$ cat src/rtl/id_stage.sv
// rtl/id_stage.sv - RV32I/E instruction decode stage: control decode, branch resolve,
// load-use interlock and the ID/EX pipeline register with a valid/ready handshake.
package id_stage_pkg;
  localparam int ALU_OP_WIDTH     = 4;
  localparam int ALU_SRC_WIDTH    = 2;
  localparam int IMM_GEN_OP_WIDTH = 3;

  localparam logic [ALU_OP_WIDTH-1:0] ALU_ADD  = 4'd0;
  localparam logic [ALU_OP_WIDTH-1:0] ALU_SUB  = 4'd1;
  localparam logic [ALU_OP_WIDTH-1:0] ALU_SLL  = 4'd2;
  localparam logic [ALU_OP_WIDTH-1:0] ALU_SLT  = 4'd3;
  localparam logic [ALU_OP_WIDTH-1:0] ALU_SLTU = 4'd4;
  localparam logic [ALU_OP_WIDTH-1:0] ALU_XOR  = 4'd5;
  localparam logic [ALU_OP_WIDTH-1:0] ALU_SRL  = 4'd6;
  localparam logic [ALU_OP_WIDTH-1:0] ALU_SRA  = 4'd7;
  localparam logic [ALU_OP_WIDTH-1:0] ALU_OR   = 4'd8;
  localparam logic [ALU_OP_WIDTH-1:0] ALU_AND  = 4'd9;

  localparam logic [ALU_SRC_WIDTH-1:0] ALU_SRC_REG     = 2'd0;
  localparam logic [ALU_SRC_WIDTH-1:0] ALU_SRC_IMM     = 2'd1;
  localparam logic [ALU_SRC_WIDTH-1:0] ALU_SRC_FOUR_PC = 2'd2;
  localparam logic [ALU_SRC_WIDTH-1:0] ALU_SRC_PC_IMM  = 2'd3;

  localparam logic [IMM_GEN_OP_WIDTH-1:0] IMM_GEN_NONE = 3'd0;
  localparam logic [IMM_GEN_OP_WIDTH-1:0] IMM_GEN_I    = 3'd1;
  localparam logic [IMM_GEN_OP_WIDTH-1:0] IMM_GEN_S    = 3'd2;
  localparam logic [IMM_GEN_OP_WIDTH-1:0] IMM_GEN_B    = 3'd3;
  localparam logic [IMM_GEN_OP_WIDTH-1:0] IMM_GEN_U    = 3'd4;
  localparam logic [IMM_GEN_OP_WIDTH-1:0] IMM_GEN_J    = 3'd5;
endpackage

module id_stage
  import id_stage_pkg::*;
#(
  parameter int XLEN           = 32,
  parameter int REG_ADDR_WIDTH = 5,
  parameter bit RVE            = 1'b0,
  parameter bit LOAD_USE_STALL = 1'b1
) (
  input  logic                        clk,
  input  logic                        rst_n,
  input  logic                        if_valid,
  output logic                        if_ready,
  input  logic [31:0]                 if_inst,
  input  logic [XLEN-1:0]             if_pc,
  output logic [REG_ADDR_WIDTH-1:0]   reg1_raddr,
  output logic [REG_ADDR_WIDTH-1:0]   reg2_raddr,
  input  logic [XLEN-1:0]             reg1_rdata,
  input  logic [XLEN-1:0]             reg2_rdata,
  input  logic                        flush,
  input  logic                        ex_ready,
  output logic                        ex_valid,
  output logic [XLEN-1:0]             ex_pc,
  output logic [31:0]                 ex_inst,
  output logic [XLEN-1:0]             ex_rs1_data,
  output logic [XLEN-1:0]             ex_rs2_data,
  output logic [REG_ADDR_WIDTH-1:0]   ex_rd,
  output logic                        ex_reg_wen,
  output logic [IMM_GEN_OP_WIDTH-1:0] ex_imm_gen_op,
  output logic [ALU_OP_WIDTH-1:0]     ex_alu_op,
  output logic [ALU_SRC_WIDTH-1:0]    ex_alu_src_sel,
  output logic                        ex_mem_ren,
  output logic                        ex_mem_wen,
  output logic [2:0]                  ex_funct3,
  output logic                        ex_branch,
  output logic                        ex_branch_taken,
  output logic                        ex_jump,
  output logic                        ex_illegal
);

  localparam logic [6:0] OPC_LOAD   = 7'b0000011;
  localparam logic [6:0] OPC_OP_IMM = 7'b0010011;
  localparam logic [6:0] OPC_AUIPC  = 7'b0010111;
  localparam logic [6:0] OPC_STORE  = 7'b0100011;
  localparam logic [6:0] OPC_OP     = 7'b0110011;
  localparam logic [6:0] OPC_LUI    = 7'b0110111;
  localparam logic [6:0] OPC_BRANCH = 7'b1100011;
  localparam logic [6:0] OPC_JALR   = 7'b1100111;
  localparam logic [6:0] OPC_JAL    = 7'b1101111;

  logic [6:0] opcode, funct7;
  logic [2:0] funct3;
  logic [4:0] rd_f, rs1_f, rs2_f;

  assign opcode = if_inst[6:0];
  assign rd_f   = if_inst[11:7];
  assign funct3 = if_inst[14:12];
  assign rs1_f  = if_inst[19:15];
  assign rs2_f  = if_inst[24:20];
  assign funct7 = if_inst[31:25];

  logic                        rd_used, rs1_used, rs2_used, legal;
  logic                        mem_ren, mem_wen, branch, jump, taken;
  logic [ALU_OP_WIDTH-1:0]     alu_op;
  logic [ALU_SRC_WIDTH-1:0]    alu_src;
  logic [IMM_GEN_OP_WIDTH-1:0] imm_op;
  logic                        eq, lt_s, lt_u;

  assign eq   = reg1_rdata == reg2_rdata;
  assign lt_s = $signed(reg1_rdata) < $signed(reg2_rdata);
  assign lt_u = reg1_rdata < reg2_rdata;

  function automatic logic [ALU_OP_WIDTH-1:0] alu_map(input logic [2:0] f3, input logic alt);
    case (f3)
      3'b000:  alu_map = alt ? ALU_SUB : ALU_ADD;
      3'b001:  alu_map = ALU_SLL;
      3'b010:  alu_map = ALU_SLT;
      3'b011:  alu_map = ALU_SLTU;
      3'b100:  alu_map = ALU_XOR;
      3'b101:  alu_map = alt ? ALU_SRA : ALU_SRL;
      3'b110:  alu_map = ALU_OR;
      default: alu_map = ALU_AND;
    endcase
  endfunction

  always_comb begin
    rd_used  = 1'b0;
    rs1_used = 1'b0;
    rs2_used = 1'b0;
    legal    = 1'b1;
    mem_ren  = 1'b0;
    mem_wen  = 1'b0;
    branch   = 1'b0;
    jump     = 1'b0;
    taken    = 1'b0;
    alu_op   = ALU_ADD;
    alu_src  = ALU_SRC_REG;
    imm_op   = IMM_GEN_NONE;
    case (opcode)
      OPC_OP: begin
        rd_used  = 1'b1;
        rs1_used = 1'b1;
        rs2_used = 1'b1;
        alu_op   = alu_map(funct3, funct7[5]);
        legal    = (funct7 == 7'b0000000) ||
                   (funct7 == 7'b0100000 && (funct3 == 3'b000 || funct3 == 3'b101));
      end
      OPC_OP_IMM: begin
        rd_used  = 1'b1;
        rs1_used = 1'b1;
        alu_src  = ALU_SRC_IMM;
        imm_op   = IMM_GEN_I;
        // Only shifts carry funct7; elsewhere those bits are immediate.
        case (funct3)
          3'b001: begin
            alu_op = ALU_SLL;
            legal  = funct7 == 7'b0000000;
          end
          3'b101: begin
            alu_op = alu_map(funct3, funct7[5]);
            legal  = (funct7 == 7'b0000000) || (funct7 == 7'b0100000);
          end
          default: alu_op = alu_map(funct3, 1'b0);
        endcase
      end
      OPC_LOAD: begin
        rd_used  = 1'b1;
        rs1_used = 1'b1;
        alu_src  = ALU_SRC_IMM;
        imm_op   = IMM_GEN_I;
        mem_ren  = 1'b1;
      end
      OPC_STORE: begin
        rs1_used = 1'b1;
        rs2_used = 1'b1;
        alu_src  = ALU_SRC_IMM;
        imm_op   = IMM_GEN_S;
        mem_wen  = 1'b1;
      end
      OPC_BRANCH: begin
        rs1_used = 1'b1;
        rs2_used = 1'b1;
        imm_op   = IMM_GEN_B;
        branch   = 1'b1;
        case (funct3)
          3'b000:  taken = eq;
          3'b001:  taken = !eq;
          3'b100:  taken = lt_s;
          3'b101:  taken = !lt_s;
          3'b110:  taken = lt_u;
          3'b111:  taken = !lt_u;
          default: legal = 1'b0;
        endcase
      end
      OPC_JAL: begin
        rd_used = 1'b1;
        jump    = 1'b1;
        alu_src = ALU_SRC_FOUR_PC;
        imm_op  = IMM_GEN_J;
      end
      OPC_JALR: begin
        rd_used  = 1'b1;
        rs1_used = 1'b1;
        jump     = 1'b1;
        alu_src  = ALU_SRC_FOUR_PC;
        imm_op   = IMM_GEN_I;
        legal    = funct3 == 3'b000;
      end
      OPC_LUI: begin
        rd_used = 1'b1;
        alu_src = ALU_SRC_IMM;
        imm_op  = IMM_GEN_U;
      end
      OPC_AUIPC: begin
        rd_used = 1'b1;
        alu_src = ALU_SRC_PC_IMM;
        imm_op  = IMM_GEN_U;
      end
      default: legal = 1'b0;
    endcase
    if (RVE && ((rd_used && rd_f[4]) || (rs1_used && rs1_f[4]) || (rs2_used && rs2_f[4])))
      legal = 1'b0;
    // An illegal instruction travels down the pipe with no side effects.
    if (!legal) begin
      rd_used  = 1'b0;
      rs1_used = 1'b0;
      rs2_used = 1'b0;
      mem_ren  = 1'b0;
      mem_wen  = 1'b0;
      branch   = 1'b0;
      jump     = 1'b0;
      taken    = 1'b0;
      alu_op   = ALU_ADD;
      alu_src  = ALU_SRC_REG;
      imm_op   = IMM_GEN_NONE;
    end
  end

  logic [REG_ADDR_WIDTH-1:0] rd_dec;
  logic                      reg_wen_dec, hazard, adv, transfer;

  assign reg1_raddr  = rs1_used ? REG_ADDR_WIDTH'(rs1_f) : '0;
  assign reg2_raddr  = rs2_used ? REG_ADDR_WIDTH'(rs2_f) : '0;
  assign rd_dec      = rd_used ? REG_ADDR_WIDTH'(rd_f) : '0;
  assign reg_wen_dec = rd_used && (rd_f != 5'd0);

  assign hazard = LOAD_USE_STALL && ex_valid && ex_mem_ren && (ex_rd != '0) &&
                  ((rs1_used && reg1_raddr == ex_rd) || (rs2_used && reg2_raddr == ex_rd));
  assign adv      = !ex_valid || ex_ready;
  assign if_ready = adv && !hazard && !flush;
  assign transfer = if_valid && if_ready;

  always_ff @(posedge clk or negedge rst_n) begin
    if (!rst_n) begin
      ex_valid        <= 1'b0;
      ex_pc           <= '0;
      ex_inst         <= '0;
      ex_rs1_data     <= '0;
      ex_rs2_data     <= '0;
      ex_rd           <= '0;
      ex_reg_wen      <= 1'b0;
      ex_imm_gen_op   <= '0;
      ex_alu_op       <= '0;
      ex_alu_src_sel  <= '0;
      ex_mem_ren      <= 1'b0;
      ex_mem_wen      <= 1'b0;
      ex_funct3       <= '0;
      ex_branch       <= 1'b0;
      ex_branch_taken <= 1'b0;
      ex_jump         <= 1'b0;
      ex_illegal      <= 1'b0;
    end else if (flush) begin
      ex_valid <= 1'b0;
    end else if (adv && transfer) begin
      ex_valid        <= 1'b1;
      ex_pc           <= if_pc;
      ex_inst         <= if_inst;
      ex_rs1_data     <= reg1_rdata;
      ex_rs2_data     <= reg2_rdata;
      ex_rd           <= rd_dec;
      ex_reg_wen      <= reg_wen_dec;
      ex_imm_gen_op   <= imm_op;
      ex_alu_op       <= alu_op;
      ex_alu_src_sel  <= alu_src;
      ex_mem_ren      <= mem_ren;
      ex_mem_wen      <= mem_wen;
      ex_funct3       <= funct3;
      ex_branch       <= branch;
      ex_branch_taken <= taken;
      ex_jump         <= jump;
      ex_illegal      <= !legal;
    end else if (adv) begin
      ex_valid <= 1'b0;
    end
  end

endmodule

$ cat config.mk
export PLATFORM = sky130hd
export DESIGN_NAME = id_stage
export DESIGN_NICKNAME = d
export VERILOG_FILES = /design/src/rtl/id_stage.sv
export SDC_FILE = /design/constraint.sdc
export NUM_CORES = 1
export LEC_CHECK = 0
export ABC_AREA = 1
export BUFFER_PORTS_ARGS = -buffer_cell sky130_fd_sc_hd__buf_4
export CORE_MARGIN = 3
export CORE_UTILIZATION = 54
export CTS_CLUSTER_SIZE = 10
export DETAILED_ROUTE_END_ITERATION = 12
export PLACE_DENSITY = 0.95
export SYNTH_ARGS = -nofsm -noshare
export SYNTH_HDL_FRONTEND = slang
export SYNTH_SLANG_ARGS = --single-unit
$ cat constraint.sdc
create_clock -name clk -period 2.64 [get_ports clk]
set_input_delay 0.132 -clock clk [delete_from_list [all_inputs] [get_ports clk]]
set_output_delay 0.132 -clock clk [all_outputs]
set_load 0.02 [all_outputs]
Yosys cells after proc, flatten, opt, wreduce, memory -nomap -nowiden:

Index checks and enable logic that the tools add are counted.

* bits in registers: 153
* input bits: 133
* output and inout port bits: 164
* logic and storage cells: 115

* magnitude comparators: 2
* equality and inequality tests: 20
* muxes and demuxes: 37
* bitwise gates (word level): 1
* reductions and logical operators: 38

Operators with widths (number)
* 32-bit < comparator: 2
* 32-bit equality test: 1
* 7-bit by 6-bit equality test with 1-bit output, second input constant: 4
* 4-bit case mux with 7 select lines: 1
* 1-bit 2-to-1 mux: 22
* 7-bit equality test, second input constant: 3
* 4-bit case mux with 5 select lines: 1
* 4-bit case mux with 2 select lines: 2
* 5-bit 2-to-1 mux: 3
* 3-bit case mux with 5 select lines: 1
* 7-bit by 5-bit equality test with 1-bit output, second input constant: 2
* 3-bit equality test, second input constant: 4
* 6-bit OR reduction: 2
* 1-bit logical AND: 11
* 5-bit equality test: 2
* 5-bit nonzero test: 2
* 7-bit by 2-bit equality test with 1-bit output, second input constant: 1
* 1-bit logical NOT: 7
* 7-bit logical NOT: 1
* 7-bit OR reduction: 1
* 3-bit by 2-bit equality test with 1-bit output, second input constant: 2
* 1-bit case mux with 6 select lines: 1
* 2-bit case mux with 3 select lines: 1
* 3-bit OR reduction: 2
* 14 further kinds: 19

Logic depth before layout (Yosys ltp):

* depth in word-level cells: 18
* gate-level depth with buffers: 20

Worst setup path before layout:

No wires, ideal clock.

* path kind: input to register
* start: input if_inst[1]
* end: register ex_valid
* setup time: 0.121 ns
* data arrival time: 1.987 ns
* setup slack: 0.532 ns
* stages: 19
* buffers on the path: 2
* cell sequence: nand2_1 > inv_2 > nand2_2 > nor2_4 > inv_2 > nor2_4 > nand2_1 > nand3_2 > nand2_4 > nor2_2 > nand2_1 > nand2_1 > nand2_1 > nand2_1 > nand2_2 > nand3_2 > buf_8 > buf_6 > o21ai_1

* longest elaborated chain between the ends: 16
* elaborated cells on any way between the ends: 33

Ends and longest elaborated chain
* start, declared: line 44 `input logic [31:0] if_inst,`
* 7-bit by 5-bit equality test with 1-bit output, or another cell as far along: line 129 `case (opcode)`
* 5-bit OR reduction (no source line) / 3-bit OR reduction (equally long branches)
* 1-bit case mux with 5 select lines / 1-bit 2-to-1 mux (equally long branches): line 129
* 1-bit 2-to-1 mux *: line 214 `if (!legal) begin`
* 5-bit 2-to-1 mux *: line 233 `assign reg2_raddr = rs2_used ? REG_ADDR_WIDTH'(rs2_f) : '0;`
* via reg2_raddr[0]: line 47 `output logic [REG_ADDR_WIDTH-1:0] reg2_raddr,`
* 5-bit equality test *: line 238 `((rs1_used && reg1_raddr == ex_rd) || (rs2_used && reg2_raddr == ex_rd));`
* 1-bit logical AND *: line 238
* 1-bit logical OR *: line 238
* 1-bit logical AND *: line 237 `assign hazard = LOAD_USE_STALL && ex_valid && ex_mem_ren && (ex_rd != '0) &&`
* 1-bit logical NOT *: line 240 `assign if_ready = adv && !hazard && !flush;`
* 1-bit logical AND * (2 in series): line 240
* 1-bit logical AND *: line 241 `assign transfer = if_valid && if_ready;`
* 1-bit logical AND *: line 264 `end else if (adv && transfer) begin`
* 1-bit 2-to-1 mux: line 264
* 1-bit 2-to-1 mux: line 262 `end else if (flush) begin`
* end signal, assigned: line 245 `ex_valid <= 1'b0;`
* end signal, assigned: line 263 `ex_valid <= 1'b0;`
* end signal, assigned: line 265 `ex_valid <= 1'b1;`
* end, declared: line 52 `output logic ex_valid,`

Mark *: on every way through the listed nets, which the timed path passes. The rest lies on a longest branch.
A chain may end at the register's enable or synchronous reset.

Worst setup path in the final report:

* start: input if_inst[27]
* end: register ex_pc[19]

* longest elaborated chain between the ends: 16
* elaborated cells on any way between the ends: 23

Ends and longest elaborated chain
* 7-bit by 6-bit equality test with 1-bit output / 7-bit logical NOT (equally long branches)
* 1-bit logical OR / 1-bit logical AND (equally long branches): line 151, 136
* 1-bit case mux with 2 select lines / 1-bit logical OR (equally long branches): line 144, 135
* 1-bit case mux with 5 select lines *: line 129
* 1-bit 2-to-1 mux: line 214
* 5-bit 2-to-1 mux (on tied branches): line 232, 233
* 5-bit equality test: line 238
* 1-bit logical AND: line 238
* 1-bit logical OR *: line 238
* 1-bit logical AND *: line 237
* 1-bit logical NOT *: line 240
* 1-bit logical AND * (2 in series): line 240
* 1-bit logical AND *: line 241
* 1-bit logical AND *: line 264
* 2-bit AND reduction (no source line) *
* end signal, assigned: line 266 `ex_pc <= if_pc;`
* end, declared: line 53 `output logic [XLEN-1:0] ex_pc,`

Mark *: on every way between the ends. The rest lies on a longest branch, timed or not.

==> metrics.txt <==
setup TNS 0 ns; Placeable Area 0.01459 mm2; Slew HR 0.4104; Post-Synth Simple-Gate Area 0.3528; Final Net Count 1558; met2 wire len 15970 um; hold path depth 3; Reg2Reg Depth 11; startpoint types input pin; htree depth 4; HPWL after detailed placement 19420 um; routed via count 9602; Ys Warns 0; Max clock buf depth 2; Final setup violation count 0; most frequent cells in the layout nand2_1 (371), buf_4 (308), nand4_1 (153), dfrtp_1 (150), dlygate4sd3_1 (100); crit-path max FO 21; total of flip-flops plus latches after synthesis 150; Placement Rows 44; DR vias/cell 6.035; multi-input logic area 0.003572 mm2; Num CTS Buffers 17; Fill cells 811; CP required 2.93 ns; crit path cell chain dlygate4sd3_1, buf_4, nor2_1, nand2_2, nor2_2, inv_1, nand2_1, nand2_1, nand3_4, nand2_4, o21ai_1, nand2_1, nand2_1, nand2_2, nand2_4, nand3_4, buf_16, nand2_1, nand2_1; status finished clean; fin crit share 0.9264; DRT Pass-1 Iters 6; r2r endpoint ex_rd[2]$_DFFE_PN0P_; crit-path max cell delay 0.54 ns; first-pass GRT wire length 48880 um; hold-critical path endpoint ex_rs1_data[12]$_DFFE_PN0P_; die area 0.01645 mm2; Fin. Hold Viols 0; clk_lat worst skew 0.42 ns; Worst VDD drop 0.4813 mV; met3 wire len 3478 um; layout cell share with drive strength beyond 1 0.2703; clock skew 0.009425 ns; WS Path Type in -> reg; initial antenna violation count 1; top sig layer met4; io pins 297; die width 128.3 um; wire length per cell 20.60 um; DRT met1 WL 11470 um; HP Start reg1_rdata[12]; clk sinks 150; Slew Limit Fails 0; antenna viol nets, final 0; Synth Area in Compound Gates 0.03239; Cell Area, Synth 0.008073 mm2; WP data arrival 2.74 ns; Power Total 7.341 mW; buffers added on ports 296; Register Area 0.003754 mm2; CP max-delay cell dlygate4sd3_1; Syn Nets 1185; most used cell, CP nand2_1; post-synthesis xor/xnor area fraction 0.002170; Post-Route WL 32780 um; Yosys cell types 35; total track usage 0.3772; Hold Path Class in -> reg; Layout area overhead 50.43%; Worst R2R Start ex_rd[3]$_DFFE_PN0P_; main combinational cell family by area after synthesis simple AND/OR/NAND/NOR gates; initial DRC count 1003; maxcap violations 0; Die Y 128.3 um; DRC viols 0; post-synthesis adder-cell area fraction 0.04960; sequential area share after synthesis 0.4650; post-synthesis mux area share 0; Tmin final 2.446 ns; leakage power 6.812 nW; most common cell after layout, fill and taps aside nand2_1; grt ovf 0; routability cong. 0.9225; Post-Synthesis Cells 1020; vias in the first global route 9291; initial core utilization 0.5533; CTS tree built; worst slew pin tran 0.8770 ns; mean post-synth cell area 7.914 um2; FF-to-FF setup slack 0.39 ns; clock root buffer master clkbuf_16; PD cells 604.5 mW/mm2; CP endpoint kind flop; f_max 408.9 MHz; Reg clk slew, reported paths 0.06 ns; largest net degree at the start of global routing 82
==> worst max path at each step <==
stage	startpoint	end	slack, ns	cells after the start
after global placement	if_inst[14]	ex_rs1_data[17]$_DFFE_PN0P_	0.22	18
after global routing	if_inst[26]	ex_rs1_data[4]$_DFFE_PN0P_	-0.06	20
after detailed placement	if_inst[1]	ex_pc[19]$_DFFE_PN0P_	0.09	20
after CTS	if_inst[26]	if_ready	0.03	16
after floorplan	if_inst[1]	ex_valid$_DFFE_PN0P_	0.53	19
final	if_inst[27]	ex_pc[19]$_DFFE_PN0P_	0.19	19
==> where the power goes <==
group	internal [mW]	total [mW]	switching, mW
Clock	1.46	2.47	1.01
Sequential	2.60	2.81	0.211
Combinational	0.855	2.06	1.21
Total	4.91	7.34	2.43
==> layer usage <==
layer | up-vias | global-route usage
li1 | 4134 | -
met1 | 4505 | 0.4465
met2 | 782 | 0.6332
met3 | 181 | 0.08667
met4 | 0 | 0.2085
met5 | - | 0
==> registers in the layout, summed over array words and instances, names as in the netlist <==
register         count
ex_jump              1
ex_valid             1
ex_alu_src_sel       2
ex_rs2_data         32
ex_alu_op            4
ex_branch            1
ex_mem_ren           1
ex_imm_gen_op        3
ex_rs1_data         32
ex_pc               32
ex_branch_taken      1
ex_illegal           1
ex_reg_wen           1
ex_inst             32
ex_rd                5
ex_mem_wen           1
==> cell usage after synthesis, drive strengths merged <==
library cell    n  area share
nand2         378        0.18
nand4         153        0.12
dfrtp         150        0.46
inv           100       0.046
nor2           49       0.028
buf            36       0.036
clkbuf         33       0.015
ha             32       0.050
nand3          28       0.019
a21oi          19       0.012
o21ai          17       0.011
nor3            9      0.0056
nor4            3      0.0023
o2111ai         2      0.0022
o21a            2      0.0019
xor2            2      0.0022
a21boi          1     0.00093
a21o            1     0.00093
o211ai          1     0.00093
o221ai          1      0.0011
o22ai           1     0.00078
o31ai           1     0.00093
or2             1     0.00078
==> repair_timing <==
| action | 4_1_cts | 5_1_grt |
|---|---|---|
| setup endpoints to repair | 0 | 131 |
| resized for setup | 0 | 11 |
| endpoints found under the hold margin | 188 | 0 |
| buffers inserted | 0 | 3 |
| hold buffers | 100 | 0 |
==> stage by stage <==
step           worst slack [ns]  hold slack, ns  instances  instance area (um2)  utilization
2_1_floorplan            0.5316         -0.1636       1020                 8073            -
3_3_place_gp             0.2233         0.03278       1452                10410       0.7133
3_5_place_dp            0.08714         0.03051       1452                10410       0.7133
4_1_cts                 0.02654       0.0006610       1584                12000       0.8228
5_1_grt                -0.05865        0.008269       1591                12140       0.8324
6_report                 0.1944         0.01166       1591                12140       0.8324
==> worst max-delay path, delay by kind of cell <==
| family | cells | cell delay (ns) |
|---|---|---|
| simple gates | 14 | 1.49 |
| compound gates | 1 | 0.13 |
| buf+inv | 4 | 1.00 |
==> logic make-up (layout without fill, tap and decap cells) <==
| kind of cell | Yosys count | count (layout) |
|---|---|---|
| other | 0 | 1 |
| flip-flops | 150 | 150 |
| buffers and inverters | 169 | 555 |
| AND/OR/NAND/NOR | 621 | 621 |
| adder cells (fa/ha/maj) | 32 | 32 |
| AO/OA/AOI/OAI | 46 | 46 |
| XOR/XNOR | 2 | 2 |
==> layout make-up <==
type / count / share of cell area
Sequential cell: 150 / 0.3091
Timing Repair Buffer: 423 / 0.2975
Multi-Input combinational cell: 701 / 0.2941
Clock buffer: 20 / 0.03761
Inverter: 100 / 0.03091
Tap cell: 184 / 0.01896
Clock inverter: 12 / 0.01154
Antenna cell: 1 / 0.0002061
No activity file was read; power rests on OpenSTA's default activity.
